**config.mk**
```make
export PLATFORM = sky130hd
export DESIGN_NAME = cdb_arbiter_flat
export DESIGN_NICKNAME = d
export VERILOG_FILES = /design/src/rtl/cdb_arbiter_if.sv /design/src/rtl/cdb_arbiter.sv /design/src/flat_wrapper.sv
export SDC_FILE = /design/constraint.sdc
export NUM_CORES = 1
export LEC_CHECK = 0
export CORE_ASPECT_RATIO = 1.2
export CORE_MARGIN = 3
export CORE_UTILIZATION = 54
export DETAILED_ROUTE_END_ITERATION = 12
export PLACE_DENSITY = 0.84
export SETUP_SLACK_MARGIN = 0.2
export SLEW_MARGIN = 20
export SYNTH_ARGS = -nofsm -noshare
export SYNTH_HDL_FRONTEND = slang
export SYNTH_SLANG_ARGS = --single-unit
```
**constraint.sdc**
```tcl
create_clock -name clock -period 10.96 [get_ports clock]
set_input_delay 2.192 -clock clock [delete_from_list [all_inputs] [get_ports clock]]
set_output_delay 2.192 -clock clock [all_outputs]
set_load 0.05 [all_outputs]
```
**src/rtl/cdb_arbiter_if.sv**
```systemverilog
// Handshake and broadcast bundle between the FU completion ports and the CDB arbiter.
// master = FU/pipeline side, slave = arbiter side.
interface cdb_arbiter_if #(
  parameter int NUM_FU    = 5,
  parameter int ROB_TAG_W = 5,
  parameter int SEL_W     = 3
);
  logic [NUM_FU-1:0]           fu_valid;
  logic [NUM_FU*ROB_TAG_W-1:0] fu_rob_tag;
  logic                        cdb_stall;
  logic                        squash;
  logic [NUM_FU-1:0]           fu_grant;
  logic                        select_flag;
  logic [SEL_W-1:0]            select;
  logic [ROB_TAG_W-1:0]        ROB_tag;

  modport master (
    output fu_valid, fu_rob_tag, cdb_stall, squash,
    input  fu_grant, select_flag, select, ROB_tag
  );

  modport slave (
    input  fu_valid, fu_rob_tag, cdb_stall, squash,
    output fu_grant, select_flag, select, ROB_tag
  );
endinterface

```
**src/rtl/cdb_arbiter.sv**
```systemverilog
// Round-robin CDB arbiter: one-hot combinational FU ack, registered CDB controls.
// Optional CDB_ARB_STATS_EN adds saturating grant and stall counters.
module cdb_arbiter #(
  parameter int NUM_FU    = 5,
  parameter int ROB_TAG_W = 5,
  parameter int SEL_W     = 3
) (
  input  logic clock,
  input  logic reset,
  cdb_arbiter_if.slave bus
`ifdef CDB_ARB_STATS_EN
  ,
  output logic [NUM_FU*16-1:0] stat_grants,
  output logic [15:0]          stat_stall_cycles
`endif
);
  localparam int PTR_W = (NUM_FU > 1) ? $clog2(NUM_FU) : 1;

  logic [PTR_W-1:0]     rr_ptr;
  logic [PTR_W-1:0]     win;
  logic [PTR_W-1:0]     next_ptr;
  logic [PTR_W:0]       idx;
  logic                 hit;
  logic                 go;
  logic [NUM_FU-1:0]    grant;
  logic [ROB_TAG_W-1:0] win_tag;
  logic                 flag_q;
  logic [SEL_W-1:0]     sel_q;
  logic [ROB_TAG_W-1:0] tag_q;

  // Scan from rr_ptr, wrapping; the first valid FU wins.
  always_comb begin
    hit = 1'b0;
    win = '0;
    idx = '0;
    for (int k = 0; k < NUM_FU; k++) begin
      idx = {1'b0, rr_ptr} + (PTR_W+1)'(k);
      if (idx >= (PTR_W+1)'(NUM_FU))
        idx = idx - (PTR_W+1)'(NUM_FU);
      if (!hit && bus.fu_valid[idx[PTR_W-1:0]]) begin
        hit = 1'b1;
        win = idx[PTR_W-1:0];
      end
    end
  end

  assign go = hit & ~(reset | bus.squash | bus.cdb_stall);

  always_comb begin
    grant = '0;
    if (go)
      grant[win] = 1'b1;
  end

  assign win_tag  = bus.fu_rob_tag[int'(win)*ROB_TAG_W +: ROB_TAG_W];
  assign next_ptr = (win == PTR_W'(NUM_FU-1)) ? '0 : win + 1'b1;

  always_ff @(posedge clock) begin
    if (reset) begin
      flag_q <= 1'b0;
      sel_q  <= '0;
      tag_q  <= '0;
      rr_ptr <= '0;
    end else begin
      flag_q <= go;
      if (bus.squash) begin
        rr_ptr <= '0;
      end else if (go) begin
        sel_q  <= SEL_W'(win);
        tag_q  <= win_tag;
        rr_ptr <= next_ptr;
      end
    end
  end

  assign bus.fu_grant    = grant;
  assign bus.select_flag = flag_q;
  assign bus.select      = sel_q;
  assign bus.ROB_tag     = tag_q;

`ifdef CDB_ARB_STATS_EN
  logic [15:0] grants_q [NUM_FU];
  logic [15:0] stall_q;

  // Counters survive squash; only reset clears them.
  always_ff @(posedge clock) begin
    if (reset) begin
      for (int i = 0; i < NUM_FU; i++)
        grants_q[i] <= '0;
      stall_q <= '0;
    end else begin
      if (go && grants_q[win] != 16'hFFFF)
        grants_q[win] <= grants_q[win] + 16'd1;
      if (bus.cdb_stall && (|bus.fu_valid)
          && stall_q != 16'hFFFF)
        stall_q <= stall_q + 16'd1;
    end
  end

  always_comb begin
    stat_grants = '0;
    for (int i = 0; i < NUM_FU; i++)
      stat_grants[i*16 +: 16] = grants_q[i];
  end

  assign stat_stall_cycles = stall_q;
`endif
endmodule
```
**src/flat_wrapper.sv**
```systemverilog
// flat-port wrapper written by rule: the top's interface ports become plain ports
module cdb_arbiter_flat 
#(
  parameter int NUM_FU    = 5,
  parameter int ROB_TAG_W = 5,
  parameter int SEL_W     = 3
)
  (clock, reset, bus_fu_valid, bus_fu_rob_tag, bus_cdb_stall, bus_squash, bus_fu_grant, bus_select_flag, bus_select, bus_ROB_tag);
  cdb_arbiter_if #(.NUM_FU(NUM_FU), .ROB_TAG_W(ROB_TAG_W), .SEL_W(SEL_W)) bus_i ();
  input  logic clock;
  input  logic reset;
  input wire logic [$bits(bus_i.fu_valid)-1:0] bus_fu_valid;
  input wire logic [$bits(bus_i.fu_rob_tag)-1:0] bus_fu_rob_tag;
  input wire logic [$bits(bus_i.cdb_stall)-1:0] bus_cdb_stall;
  input wire logic [$bits(bus_i.squash)-1:0] bus_squash;
  output wire logic [$bits(bus_i.fu_grant)-1:0] bus_fu_grant;
  output wire logic [$bits(bus_i.select_flag)-1:0] bus_select_flag;
  output wire logic [$bits(bus_i.select)-1:0] bus_select;
  output wire logic [$bits(bus_i.ROB_tag)-1:0] bus_ROB_tag;
  assign bus_i.fu_valid = bus_fu_valid;
  assign bus_i.fu_rob_tag = bus_fu_rob_tag;
  assign bus_i.cdb_stall = bus_cdb_stall;
  assign bus_i.squash = bus_squash;
  assign bus_fu_grant = bus_i.fu_grant;
  assign bus_select_flag = bus_i.select_flag;
  assign bus_select = bus_i.select;
  assign bus_ROB_tag = bus_i.ROB_tag;
  cdb_arbiter #(.NUM_FU(NUM_FU), .ROB_TAG_W(ROB_TAG_W), .SEL_W(SEL_W)) u_core (.clock(clock), .reset(reset), .bus(bus_i));
endmodule
```
==> summary.txt, run 1 <==
Run status
  – Status: finished clean

Floorplanning
  – Row count: 22
  – Die Ht: 70.8 um
  – Die width: 60.0 um
  – Core area: roughly 3200 um2
  – Starting Density: 0.592
  – Die footprint: 4250 um2
  – I/O pins: 48

Synth
  – Syn_area_per_cell: 7.69 um2
  – Area contributors post-synth: dfxtp_1 13%, mux2i_1 9.0%, ha_1 5.3%
  – Share of the synthesized area in the top cell type: 0.127
  – Ys flop type: dfxtp_1
  – Async S/R FF share, synth: 0
  – Synth area leader: dfxtp_1
  – Synthesized flop and latch total: 12
  – Sequential area share after synthesis: 0.127
  – Syn Nets: approximately 290
  – Gate Count Post-Synth: 246
  – Count leader, synth: nor2_1
  – Synth warn: 0
  – Yosys cell types: 69
  – Synth cell count leaders: 26 x nor2_1, 20 x nand2_1, 17 x mux2i_1
  – Syn Std Cell Area: 1890 um2
  – EDFF count, synth: 0

Power
  – Lkg Pwr: 0.913 nW
  – Worst ir drop on vdd: roughly 0.14 mV
  – Pwr per Cell Area: 168 nW/um2

Cells and area
  – Net count, final: 327
  – Layout Area Growth over Synthesis: 24.8%
  – Filler cell count: about 280
  – Layout cells sized above 1: 0.0919
  – # diodes: 0
  – Final Cell Area: approximately 2400 um2

Setup path
  – Critical path peak fanout: 10
  – CP Launch Type: input port
  – Crit. End Element: output pin
  – Setup Crit Path Kind: input port to output pin
  – Critical Path RT: around 9000 ps
  – CP arrival: between 6000 and 7000 ps

STA
  – Final Setup Violations: 0
  – Setup TNS: 0 ps
  – Post-layout min period: 8330 ps
  – Fin. Hold Viols: 0
  – Max Fclk: around 0.12 GHz
  – Slew Limit Fails: 0
  – Slew @ Worst Pin: 739 ps
  – Setup Skew: between 4 and 5 ps
  – Final period util: 0.760
  – Slew headroom: 0.507
  – RSZ-0062 raised after global routing: false

Clocking
  – Htree depth: 1
  – Clk_lat worst skew: between 200 and 300 ps
  – CTS max path bufs: 2
  – Reg clk slew, reported paths: about 80 ps
  – CTS tree: done
  – Root Driver: clkbuf_4
  – Post-cts gate resize count: 0
  – Clock buffer count from CTS: 3
  – CTS Hold Bufs: 0
  – Sink count of the clock tree: 12
  – Post-CTS setup buffer count: 0

Routing
  – Vias: 2065
  – Vias per inst: between 6 and 7
  – Per-cell routed wire length: 17.2 um
  – Total wire length: 5.50 mm
  – Drt drc: 0
  – Final ANT Viol Nets: 0
  – Drt pass-1 iters: 4
  – Initial DRC Count: 159

Worst hold path
  – Hold Crit Class: register to register

Global route
  – Number of global-route vias before repair: 2012
  – Antenna violations before repair: 0
  – Total track usage: 0.266
  – Largest net degree at the start of global routing: 34
  – First-pass GRT wire length: 9.05 mm
  – GRT Residual Overflow: 0

Place
  – Post-detail-place hpwl: 4.16 mm
  – # port buffers: 47
  – Placed inst area: about 2300 um2
  – GPL Wtd Cong: around 1.0

Run
  – Max_cap viols: 0
-- final timing paths --
path / slack (ps) / startpoint / cells after the start / to
max reg2reg: 6560 / u_core.rr_ptr[1] / 13 / u_core.bus.ROB_tag[4]
max: 2630 / bus_fu_valid[1] / 11 / bus_fu_grant[1]
min reg2reg: 460 / u_core.bus.select[1] / 2 / u_core.bus.select[1]
min: 460 / u_core.bus.select[1] / 2 / u_core.bus.select[1]
-- logic make-up after synthesis --
group	Yosys count	synth area share
AND/OR/NAND/NOR	98	0.282
XOR/XNOR	4	0.0185
flip-flops	12	0.127
adder cells (fa/ha/maj)	9	0.0635
multiplexers	22	0.144
buffers and inverters	27	0.0774
AO/OA/AOI/OAI	74	0.288
-- state kept, by name (all words and copies together), names as in the netlist --
register and cells:
u_core.bus.select_flag 1, u_core.bus.select 3, u_core.bus.ROB_tag 5, u_core.rr_ptr 3
-- per-stage QoR --
| stage | utilization | power [mW] | hold slack, ps | setup slack (ps) | std cells |
|---|---|---|---|---|---|
| 2_1_floorplan | - | 0.296 | 657 | 3420 | 246 |
| 3_3_place_gp | 0.728 | 0.354 | 439 | 2860 | 315 |
| 3_5_place_dp | 0.728 | 0.357 | 444 | 2740 | 315 |
| 4_1_cts | 0.739 | 0.395 | 459 | 2700 | 319 |
| 5_1_grt | 0.739 | 0.422 | 471 | 2320 | 319 |
| 6_report | 0.739 | 0.397 | 461 | 2630 | 319 |
-- layer usage --
layer / routed length [um] / track usage
met3: 342 / 0.0292
met1: 2200 / 0.308
met4: 134 / 0.101
met2: 2820 / 0.480
met5: 0 / 0
-- cells in the final DEF (no fill, tap or decap), drive strengths merged, types with 2 or more instances in the layout --
master	n
o21a	3
nor4	3
mux2	2
buf	2
a311oi	2
o21bai	2
a31oi	4
nand2	22
nor3b	3
a21oi	16
dfxtp	12
nand2b	7
and3	4
mux4	3
o31ai	2
nand3	4
xnor2	4
nor2	27
nor2b	6
a211oi	4
mux2i	17
inv	11
clkbuf	4
clkdlybuf4s50	47
ha	8
o22ai	2
o211ai	6
nor3	8
a211o	7
or3	5
o21ai	11
o211a	3
-- critical path: stages --
cell,delay [ps]
clkdlybuf4s50_1,630
nor2b_1,220
a21oi_1,80
mux4_2,490
o21ai_1,360
nor2b_1,140
a41oi_2,350
and2_1,400
nand3_2,210
nor3b_1,220
clkdlybuf4s50_1,840
-- cell type report --
cell class | count | area [um2] | share of cell area
clock buffer | 4 | 36.3 | 0.0154
tap | 36 | 45.0 | 0.0191
multi-input combinational | 207 | 1510 | 0.641
timing repair buffer | 49 | 485 | 0.206
sequential | 12 | 240 | 0.102
inverter | 11 | 41.3 | 0.0175
-- where the power goes --
part | switching [mW] | internal [mW] | leakage [nW]
logic | 0.176 | 0.124 | 0.794
registers | 0.00808 | 0.0520 | 0.0980
clock network | 0.0160 | 0.0202 | 0.0210
total | 0.200 | 0.197 | 0.913
Note: power is estimated with default switching activity, not from simulation.
==> run 2: changes to the inputs <==
--- a/config.mk
+++ b/config.mk
@@ -7,9 +7,9 @@
 export LEC_CHECK = 0
 export CORE_ASPECT_RATIO = 1.2
 export CORE_MARGIN = 3
-export CORE_UTILIZATION = 54
+export CORE_UTILIZATION = 45
 export DETAILED_ROUTE_END_ITERATION = 12
-export PLACE_DENSITY = 0.84
+export PLACE_DENSITY = 0.74
 export SETUP_SLACK_MARGIN = 0.2
 export SLEW_MARGIN = 20
 export SYNTH_ARGS = -nofsm -noshare
==> constraint.sdc (replaced) <==
create_clock -name clock -period 6.68 [get_ports clock]
set_input_delay 1.336 -clock clock [delete_from_list [all_inputs] [get_ports clock]]
set_output_delay 1.336 -clock clock [all_outputs]
set_load 0.05 [all_outputs]
==> run 2 against run 1 <==
Net effect: clock power rose by 120%; clock-buffer cell count did not move; flip-flop and latch count did not move; hold slack got worse by 11 ps; sequential power rose by 56%; first-iteration DRC count fell by 2.5%; combinational power rose by 66%; die area rose by 18%; cell area rose by 2.7%; critical endpoint is now bus_fu_grant[3]; largest cell class unchanged; largest power group unchanged; highest routed layer unchanged.
==> summary.txt, run 2 (synthesized netlist as in run 1, its figures left out) <==
Global route
  – Total track usage: 0.211 (-0.0547)
  – GRT Residual Overflow: 0 (unchanged)
  – Largest net degree at the start of global routing: 33 (-2.9%)
  – Antenna violations before repair: 0 (unchanged)
  – First-pass GRT wire length: 8.70 mm (-3.9%)
  – Number of global-route vias before repair: 1860 (-7.6%)

Setup path
  – Worst path max stage delay: 700 ps (-140 ps)
  – CP Launch Point: bus_fu_valid[3]
  – Crit. End Element: output pin
  – CP arrival: 4720 ps (-1420 ps)
  – Slowest cell on the critical path: clkdlybuf4s50_1
  – Cells along the critical path: clkdlybuf4s50_1, mux4_1, mux2_4, nand2_4, nand2_2, or3_4, o31ai_2, nand2_1, and3_1, clkdlybuf4s50_1
  – Most used cell, CP: clkdlybuf4s50_1
  – CP Launch Type: input port
  – Critical path peak fanout: 10 (unchanged)
  – Critical Path RT: 5340 ps (-3430 ps)
  – Reg2reg start: u_core.rr_ptr[2]
  – Setup Crit Path Kind: input port to output pin

STA
  – Final period util: 0.907
  – Fin. Hold Viols: 0 (unchanged)
  – Slew headroom: 0.644 (+0.137)
  – Max Fclk: approximately 0.16 GHz
  – Post-layout min period: 6060 ps
  – Final Setup Violations: 0 (unchanged)
  – Setup TNS: 0 ps (unchanged)
  – Slew @ Worst Pin: 533 ps (-207 ps)
  – Setup Skew: 1.36 ps (-2.84 ps)
  – RSZ-0062 raised after global routing: false
  – Slew Limit Fails: 0 (unchanged)

Floorplanning
  – I/O pins: 48 (unchanged)
  – Die width: 65.2 um (+8.6%)
  – Die footprint: 5020 um2 (+18%)
  – Starting Density: 0.472 (-0.120)
  – Row count: 25 (+14%)
  – Core area: 4000 um2 (+25%)
  – Die Ht: 77.0 um (+8.7%)

Cells and area
  – Layout Area Growth over Synthesis: 28.2%
  – Layout cells sized above 1: 0.115 (+0.0231)
  – Register area: 240 um2 (unchanged)
  – Commonest non-fill, non-tap cell in the layout: clkdlybuf4s50_1
  – Max reg flops: 5 (unchanged)
  – Net count, final: 331 (+1.2%)
  – Filler cell count: 387 (+41%)
  – Area of the multi-input gates: 1510 um2 (unchanged)
  – # diodes: 0 (unchanged)
  – Most frequent cells in the layout: 44 x clkdlybuf4s50_1, 26 x nor2_1, 20 x nand2_1, 17 x mux2i_1, 15 x a21oi_1
  – Final Cell Area: 2420 um2 (+2.7%)

Power
  – Pwr per Cell Area: 278 nW/um2 (+65%)
  – Lkg Pwr: 0.946 nW (+3.7%)
  – Worst ir drop on vdd: 0.192 mV (+41%)

Routing
  – Final ANT Viol Nets: 0 (unchanged)
  – Initial DRC Count: 155 (-2.5%)
  – Vias per inst: 5.81 (-10%)
  – Drt pass-1 iters: 4 (unchanged)
  – Per-cell routed wire length: 15.2 um (-12%)
  – Vias: 1982 (-4.0%)
  – Drt drc: 0 (unchanged)
  – Total wire length: 5.18 mm (-5.8%)

Clocking
  – Clock buffer count from CTS: 3 (unchanged)
  – CTS Hold Bufs: 0 (unchanged)
  – Clk_lat worst skew: 240 ps (-40 ps)
  – CTS max path bufs: 2 (unchanged)
  – Reg clk slew, reported paths: 60 ps (-20 ps)
  – Post-cts gate resize count: 0 (unchanged)
  – Sink count of the clock tree: 12 (unchanged)
  – CTS tree: done
  – Htree depth: 1 (unchanged)
  – Root Driver: clkbuf_8
  – Post-CTS setup buffer count: 0 (unchanged)

Place
  – # port buffers: 47 (unchanged)
  – Placed inst area: 2370 um2 (+1.9%)
  – GPL Wtd Cong: 0.863 (-16%)
  – Post-detail-place hpwl: 3.99 mm (-4.0%)

Run
  – Max_cap viols: 0 (unchanged)

Worst hold path
  – Hold Path Origin: u_core.bus.select[1]
  – Hold Crit Class: register to register

Run status
  – Status: finished clean
## run 2: cell count changes in the layout (fill, tap and decap cells not counted)
cell,previous run,this run
buf_4,2,9
clkbuf_4,3,0
clkbuf_8,1,4
clkdlybuf4s50_1,47,44
## run 2: power by group
| group | switching [mW] | internal, mW |
|---|---|---|
| combinational | 0.291 | 0.210 |
| clock | 0.0271 | 0.0520 |
| sequential | 0.00801 | 0.0855 |
| total | 0.326 | 0.348 |
## run 2: path summary, 6_finish.rpt
check                           slack [ps]  cells after the start               endpoint
worst min register to register         450                      2   u_core.bus.select[1]
worst max-delay path                   620                     10        bus_fu_grant[3]
worst min-delay path                   450                      2   u_core.bus.select[1]
worst max register to register        2830                     12  u_core.bus.ROB_tag[0]
## run 2: per-layer routing
metal / up-vias / global-route usage / share of wire
met5: - / 0 / 0
met4: 0 / 0.104 / 0.048
met3: 16 / 0.0278 / 0.058
met2: 74 / 0.345 / 0.46
met1: 893 / 0.266 / 0.43
li1: 999 / - / -
## run 2: critical path: cells and delay by family
kind	cells	cell delay (ps)
buffers and inverters	2	1270
AND/OR/NAND/NOR	5	910
multiplexers	2	890
AO/OA/AOI/OAI	1	310
## run 2: area by class of cell
| type | instances | share of cell area |
|---|---|---|
| multi-input combinational | 207 | 0.624 |
| timing repair buffer | 53 | 0.209 |
| sequential | 12 | 0.0991 |
| tap | 54 | 0.0279 |
| clock buffer | 4 | 0.0227 |
| inverter | 11 | 0.0170 |
## run 2: stage by stage
stage	setup slack, ps	power, mW	hold WS (ps)	utilization	cells
2_1_floorplan	856	0.486	657	-	246
3_5_place_dp	653	0.592	436	0.592	337
3_3_place_gp	670	0.593	430	0.592	337
4_1_cts	632	0.674	449	0.606	341
5_1_grt	442	0.726	504	0.606	341
6_report	619	0.674	449	0.606	341
